[src/rtl/shift_seq_8bit.sv]
// Multi-cycle shift/rotate unit: one bit position per clock, start/busy/done handshake.
// Optional carry tracking is built only when SHIFT_SEQ_CARRY_EN is defined.
module shift_seq_8bit #(
    parameter int WIDTH = 8,
    parameter int AMT_W = 3
) (
    input  logic             clk,
    input  logic             rst,
    input  logic             start,
    input  logic [WIDTH-1:0] i,
    input  logic [AMT_W-1:0] amt,
    input  logic             lr,
    input  logic             la,
    input  logic             rot,
    output logic             busy,
    output logic             done,
    output logic [WIDTH-1:0] result,
    output logic             carry_out
);

    typedef enum logic [1:0] {
        IDLE  = 2'd0,
        SHIFT = 2'd1,
        DONE  = 2'd2
    } state_t;

    state_t           state_r;
    logic [WIDTH-1:0] w_r;
    logic [AMT_W-1:0] cnt_r;
    logic             lr_r;
    logic             la_r;
    logic             rot_r;
    logic             busy_r;
    logic             done_r;
    logic [WIDTH-1:0] result_r;
    logic [WIDTH-1:0] step_w_s;

    // One-position shift/rotate of the working value.
    function automatic logic [WIDTH-1:0] step_f(
        input logic [WIDTH-1:0] w,
        input logic             lr_v,
        input logic             la_v,
        input logic             rot_v
    );
        logic fill;
        if (lr_v) begin
            if (rot_v) begin
                fill = w[0];
            end else if (la_v) begin
                fill = w[WIDTH-1];
            end else begin
                fill = 1'b0;
            end
            step_f = {fill, w[WIDTH-1:1]};
        end else begin
            if (rot_v) begin
                fill = w[WIDTH-1];
            end else begin
                fill = 1'b0;
            end
            step_f = {w[WIDTH-2:0], fill};
        end
    endfunction

    // Next working value for the current step.
    always_comb begin
        step_w_s = step_f(w_r, lr_r, la_r, rot_r);
    end

`ifdef SHIFT_SEQ_CARRY_EN
    logic step_c_s;
    logic carry_r;

    // Bit leaving the working value on the current step.
    always_comb begin
        step_c_s = lr_r ? w_r[0] : w_r[WIDTH-1];
    end

    // Carry captured only when the result is published.
    always_ff @(posedge clk) begin
        if (rst) begin
            carry_r <= 1'b0;
        end else begin
            case (state_r)
                IDLE: begin
                    if (start && (amt == {AMT_W{1'b0}})) begin
                        carry_r <= 1'b0;
                    end
                end
                SHIFT: begin
                    if (cnt_r == AMT_W'(1)) begin
                        carry_r <= step_c_s;
                    end
                end
                DONE:    carry_r <= carry_r;
                default: carry_r <= 1'b0;
            endcase
        end
    end

    assign carry_out = carry_r;
`else
    assign carry_out = 1'b0;
`endif

    // Sequencer: accept, step, publish. Result/done are loaded on entry to DONE
    // so they are valid together during the done cycle.
    always_ff @(posedge clk) begin
        if (rst) begin
            state_r  <= IDLE;
            w_r      <= {WIDTH{1'b0}};
            cnt_r    <= {AMT_W{1'b0}};
            lr_r     <= 1'b0;
            la_r     <= 1'b0;
            rot_r    <= 1'b0;
            busy_r   <= 1'b0;
            done_r   <= 1'b0;
            result_r <= {WIDTH{1'b0}};
        end else begin
            case (state_r)
                IDLE: begin
                    done_r <= 1'b0;
                    if (start) begin
                        w_r    <= i;
                        cnt_r  <= amt;
                        lr_r   <= lr;
                        la_r   <= la;
                        rot_r  <= rot;
                        busy_r <= 1'b1;
                        if (amt != {AMT_W{1'b0}}) begin
                            state_r <= SHIFT;
                        end else begin
                            state_r  <= DONE;
                            done_r   <= 1'b1;
                            result_r <= i;
                        end
                    end
                end
                SHIFT: begin
                    w_r   <= step_w_s;
                    cnt_r <= cnt_r - AMT_W'(1);
                    if (cnt_r == AMT_W'(1)) begin
                        state_r  <= DONE;
                        done_r   <= 1'b1;
                        result_r <= step_w_s;
                    end
                end
                DONE: begin
                    state_r <= IDLE;
                    done_r  <= 1'b0;
                    busy_r  <= 1'b0;
                end
                default: begin
                    state_r <= IDLE;
                    done_r  <= 1'b0;
                    busy_r  <= 1'b0;
                end
            endcase
        end
    end

    assign busy   = busy_r;
    assign done   = done_r;
    assign result = result_r;

endmodule

[config.mk]
export PLATFORM = sky130hd
export DESIGN_NAME = shift_seq_8bit
export DESIGN_NICKNAME = d
export VERILOG_FILES = /design/src/rtl/shift_seq_8bit.sv
export SDC_FILE = /design/constraint.sdc
export NUM_CORES = 1
export LEC_CHECK = 0
export CAP_MARGIN = 20
export CORE_ASPECT_RATIO = 0.75
export CORE_MARGIN = 3
export CORE_UTILIZATION = 37
export CTS_CLUSTER_DIAMETER = 80
export DETAILED_ROUTE_END_ITERATION = 7
export GPL_TIMING_DRIVEN = 0
export PLACE_DENSITY_LB_ADDON = 0.1
export SLEW_MARGIN = 20
export SYNTH_ARGS = -nofsm -noshare
export SYNTH_HDL_FRONTEND = slang
export SYNTH_SLANG_ARGS = --single-unit
[constraint.sdc]
create_clock -name clk -period 3.3 [get_ports clk]
set_input_delay 0.495 -clock clk [delete_from_list [all_inputs] [get_ports clk]]
set_output_delay 0.495 -clock clk [all_outputs]
set_load 0.1 [all_outputs]
Word level (Yosys, flattened, before mapping):

Index checks and enable logic that the tools add are counted.

* bits in registers: 26
* input bits: 17
* output and inout bits: 11
* logic and storage cells: 46

* add/subtract/negate cells: 1
* eq/ne operators: 5
* muxes and demuxes: 22
* bitwise logic cells: 1
* reductions and logical operators: 8

Operators with widths (count)
* $mux 8: 5
* $pmux 8 s2: 2
* $reduce_and 2->1: 4
* $mux 1: 7
* $mux 2: 3
* $ne 2x2->1 const B: 3
* $pmux 3 s2: 1
* $pmux 1 s2: 2
* $pmux 2 s2: 1
* $reduce_and 4->1: 1
* $eq 3x1->1 const B: 1
* $mux 3: 1
* $reduce_bool 3->1: 1
* $sub 3x1->3 const B: 1
* $eq 2x1->1 const B: 1
* $logic_not 2->1: 1
* $reduce_bool 2->1: 1
* $not 1->1: 1

Logic depth before layout (Yosys ltp):

Gate-level depths: netlist of the first run.

* depth in word-level cells: 5
* gate-level depth with buffers: 7

Worst setup path before layout of the first run:

OpenSTA, ideal clock, no wires.

* path type: input port to flip-flop
* start: input amt[0]
* end: register result_r[1] (netlist: result[1])
* data arrival time: 1394 ps
* data required time: 3171 ps
* path slack: 1777 ps
* cell stages on the path: 5
* buffers on the path: 1
* cells stage by stage: nor3_1 a22o_4 buf_12 mux2i_1 nor2_1

* cells in the longest elaborated chain, start to end: 3

RTL lines
* start, declared: line 11 `input logic [AMT_W-1:0] amt,`
* $reduce_bool 3->1: line 130 `if (amt != {AMT_W{1'b0}}) begin`
* $ne 2x2->1 (no source line)
* $reduce_and 4->1 (no source line)
* end signal, assigned: line 118 `result_r <= {WIDTH{1'b0}};`
* end signal, assigned: line 135 `result_r <= i;`
* end signal, assigned: line 145 `result_r <= step_w_s;`
* end, declared: line 35 `logic [WIDTH-1:0] result_r;`

No other way between the ends.
A chain may end at the register's enable or synchronous reset.

Final worst setup path of the first run:

* start: register result_r[7] (netlist: result[7])
* end: output result[7]

RTL lines
* end, declared: line 17 `output logic [WIDTH-1:0] result,`

No word-level cell between the ends.

==> run metrics, run 1 <==
Buf/Inv on CP 1; max_cap viols 0; Crit Path Max Fanout 2; post-synthesis mux area share 0.175; post-synth top area share 0.398; WL/cell between 10 and 15 um; core area 3330 um^2; delay-heaviest family, CP buffers and inverters; Slew Viols, Final 0; CTS clock-pin slew for the worst setup and hold paths 90 ps; Synthesized Nets ~160; Finish-stage setup viols 0; Min-Delay Path Class reg -> reg; fin crit share 0.687; register area share after synthesis 0.398; DRC 0; Yosys warning count 0; Post-synth EDFFs 0; iteration count of the initial detailed-routing pass 4; Post-CTS Setup Bufs 0; total global-route track usage 0.146; Cells after Synth about 140; clk buf depth 2; via count 1052; cts repair resizes 0; Worst EP required approximately 2800 ps; Worst slew margin 0.348; Area contributors post-synth dfxtp_1, mux2i_1, nand2_1; post-synthesis cell type count 35; register bit total from synthesis 26; Initial Utilization 0.392; initial antenna violation count 0; die area about 4300 um^2; syn avg cell area 9.14 um^2; final WL around 2800 um; RSZ-0062 raised after global routing no; crit path kind reg -> out; # clock sinks 26; Post-layout nets 192; Antenna Nets Post-Route 0; vias per inst between 4 and 5; Leak about 0.6 nW; Crit path arrival time 1770 ps; final hold vios 0; cell accounting for the most synthesized area dfxtp_1; hold_buf cts 0; clk root buf clkbuf_8; Area Overhead vs Synth 26.1%; # IOs 28; crit end category primary output; status finished, final reports clean; mapped cell area roughly 1300 um^2; Detailed Place HPWL between 2000 and 2500 um; slowest CP cell clkdlybuf4s50_1; critical path, cell by cell clkdlybuf4s50_1; Num CTS Buffers 3; asr flop ratio synth 0; predominant post-synthesis flop cell dfxtp_1; antenna cells 0; GPL Wtd Cong slightly above 0.8; xor-xnor portion of the synthesized cell area 0; Worst-Skew Late Latency 270 ps; Hold Worst Slack roughly 460 ps; Post-Route Setup TNS 0 ps; largest family of logic cells by synthesized area simple AND/OR/NAND/NOR gates; most frequent cells after synthesis dfxtp_1, nand2_1, nor2_1; die height roughly 57 um; CP startpoint kind register; Clock Skew ~4.3 ps; # rows 18; adder-cell share of the synthesized area 0.0191; Simple-Gate Fraction of Synth Area 0.177; first-pass GRT wire length 4800 um; pin count of the biggest net entering global routing 14; H-tree Lvls 1; slowest cell delay on critical path 1150 ps; grt total ovfl 0; Synth Area in Compound Gates 0.150; crit path time final between 2000 and 2500 ps; CTS tree yes; buffers added on ports 25; vias in the first global route slightly above 1000; Max Fclk 441 MHz; PwrDens ~460 nW/um^2; Peak supply drop approximately 0.24 mV; Die Wd approximately 75 um; First DRT Iteration DRCs 48; worst-margin pin slew around 980 ps; most frequent cell after synthesis dfxtp_1; share of layout cells above drive strength 1 0.135
[final timing paths]
kind              startpoint         to  slack (ps)  depth (start not counted)
setup reg to reg  state_r[0]  result[3]        1700                          7
setup / recovery   result[7]  result[7]        1030                          1
hold reg to reg     cnt_r[1]   cnt_r[1]         460                          2
hold / removal      cnt_r[1]   cnt_r[1]         460                          2
[cells in the final DEF (no fill, tap or decap), types with 2 or more instances in the layout]
cell	synthesis	layout
nor2_1	18	18
clkdlybuf4s50_1	0	25
buf_6	3	3
clkbuf_1	5	5
a21oi_1	11	11
buf_2	2	2
o211ai_1	3	3
nand2_1	20	20
inv_1	3	3
mux2_2	6	6
mux2i_1	9	9
clkbuf_8	0	3
nor3_1	4	4
nor2b_1	3	3
ha_1	2	2
dfxtp_1	26	26
mux2_1	5	5
a211oi_1	4	4
[power breakdown]
part | leakage (nW) | internal [mW] | switching (mW)
Combinational | 0.379 | 0.0920 | 0.136
Clock | 0.0216 | 0.0817 | 0.0956
Sequential | 0.213 | 0.339 | 0.0172
Total | 0.614 | 0.513 | 0.249
[logic make-up (layout without fill, tap and decap cells)]
family	count (synthesis)	count (layout)
buf+inv	15	43
flops	26	26
other cells	1	1
mux	21	21
compound gates	27	27
simple gates	51	51
fa+ha+maj	2	2
[final cells by class]
type / instances / area (um^2)
Fill cell: 318 / 1680
Buffer: 12 / 90.1
Timing Repair Buffer: 25 / 250
Inverter: 3 / 11.3
Multi-Input combinational cell: 102 / 686
Clock buffer: 3 / 41.3
Tap cell: 40 / 50.0
Sequential cell: 26 / 520
[registers in the layout (all words and copies together) (netlist names)]
signal   flops
rot_r        1
busy         1
w_r          8
la_r         1
done         1
result       8
lr_r         1
cnt_r        3
state_r      2
[stage by stage]
step                      worst slack [ps]  cells  instance area, um^2  power (mW)   util
after floorplan                       1780    143                 1310       0.532      -
after global placement                1100    208                 1610       0.591  0.482
after detailed placement              1080    208                 1610       0.593  0.482
after CTS                             1020    211                 1650       0.773  0.495
after global routing                   970    211                 1650       0.807  0.495
final                                 1030    211                 1650       0.762  0.495
[layer usage]
metal / vias to the layer above / track usage / routed length, um
met5: - / 0 / 0
met4: 0 / 0.0381 / 29
met3: 5 / 0.0528 / 135
met2: 25 / 0.203 / 1140
met1: 474 / 0.212 / 1490
li1: 548 / - / -
No activity file was read; power rests on OpenSTA's default activity.
==> inputs of run 2 (changes only) <==
- clock period: 3.3 -> 2.16 ns (I/O delays scaled with it)
==> results of run 2 <==
Same layout as run 1 (identical final DEF). Status: finished, final reports clean.
Among the figures that moved: setup slack after placement 1080 ps -> 112 ps; setup slack after layout 1030 ps -> 62.5 ps; hold slack 460 ps -> 458 ps; register-to-register setup slack 1700 ps -> 560 ps; end point of the worst hold path cnt_r[1] -> w_r[4]; total power 0.762 mW -> 1.16 mW; worst IR drop on VDD 0.236 mV -> 0.361 mV
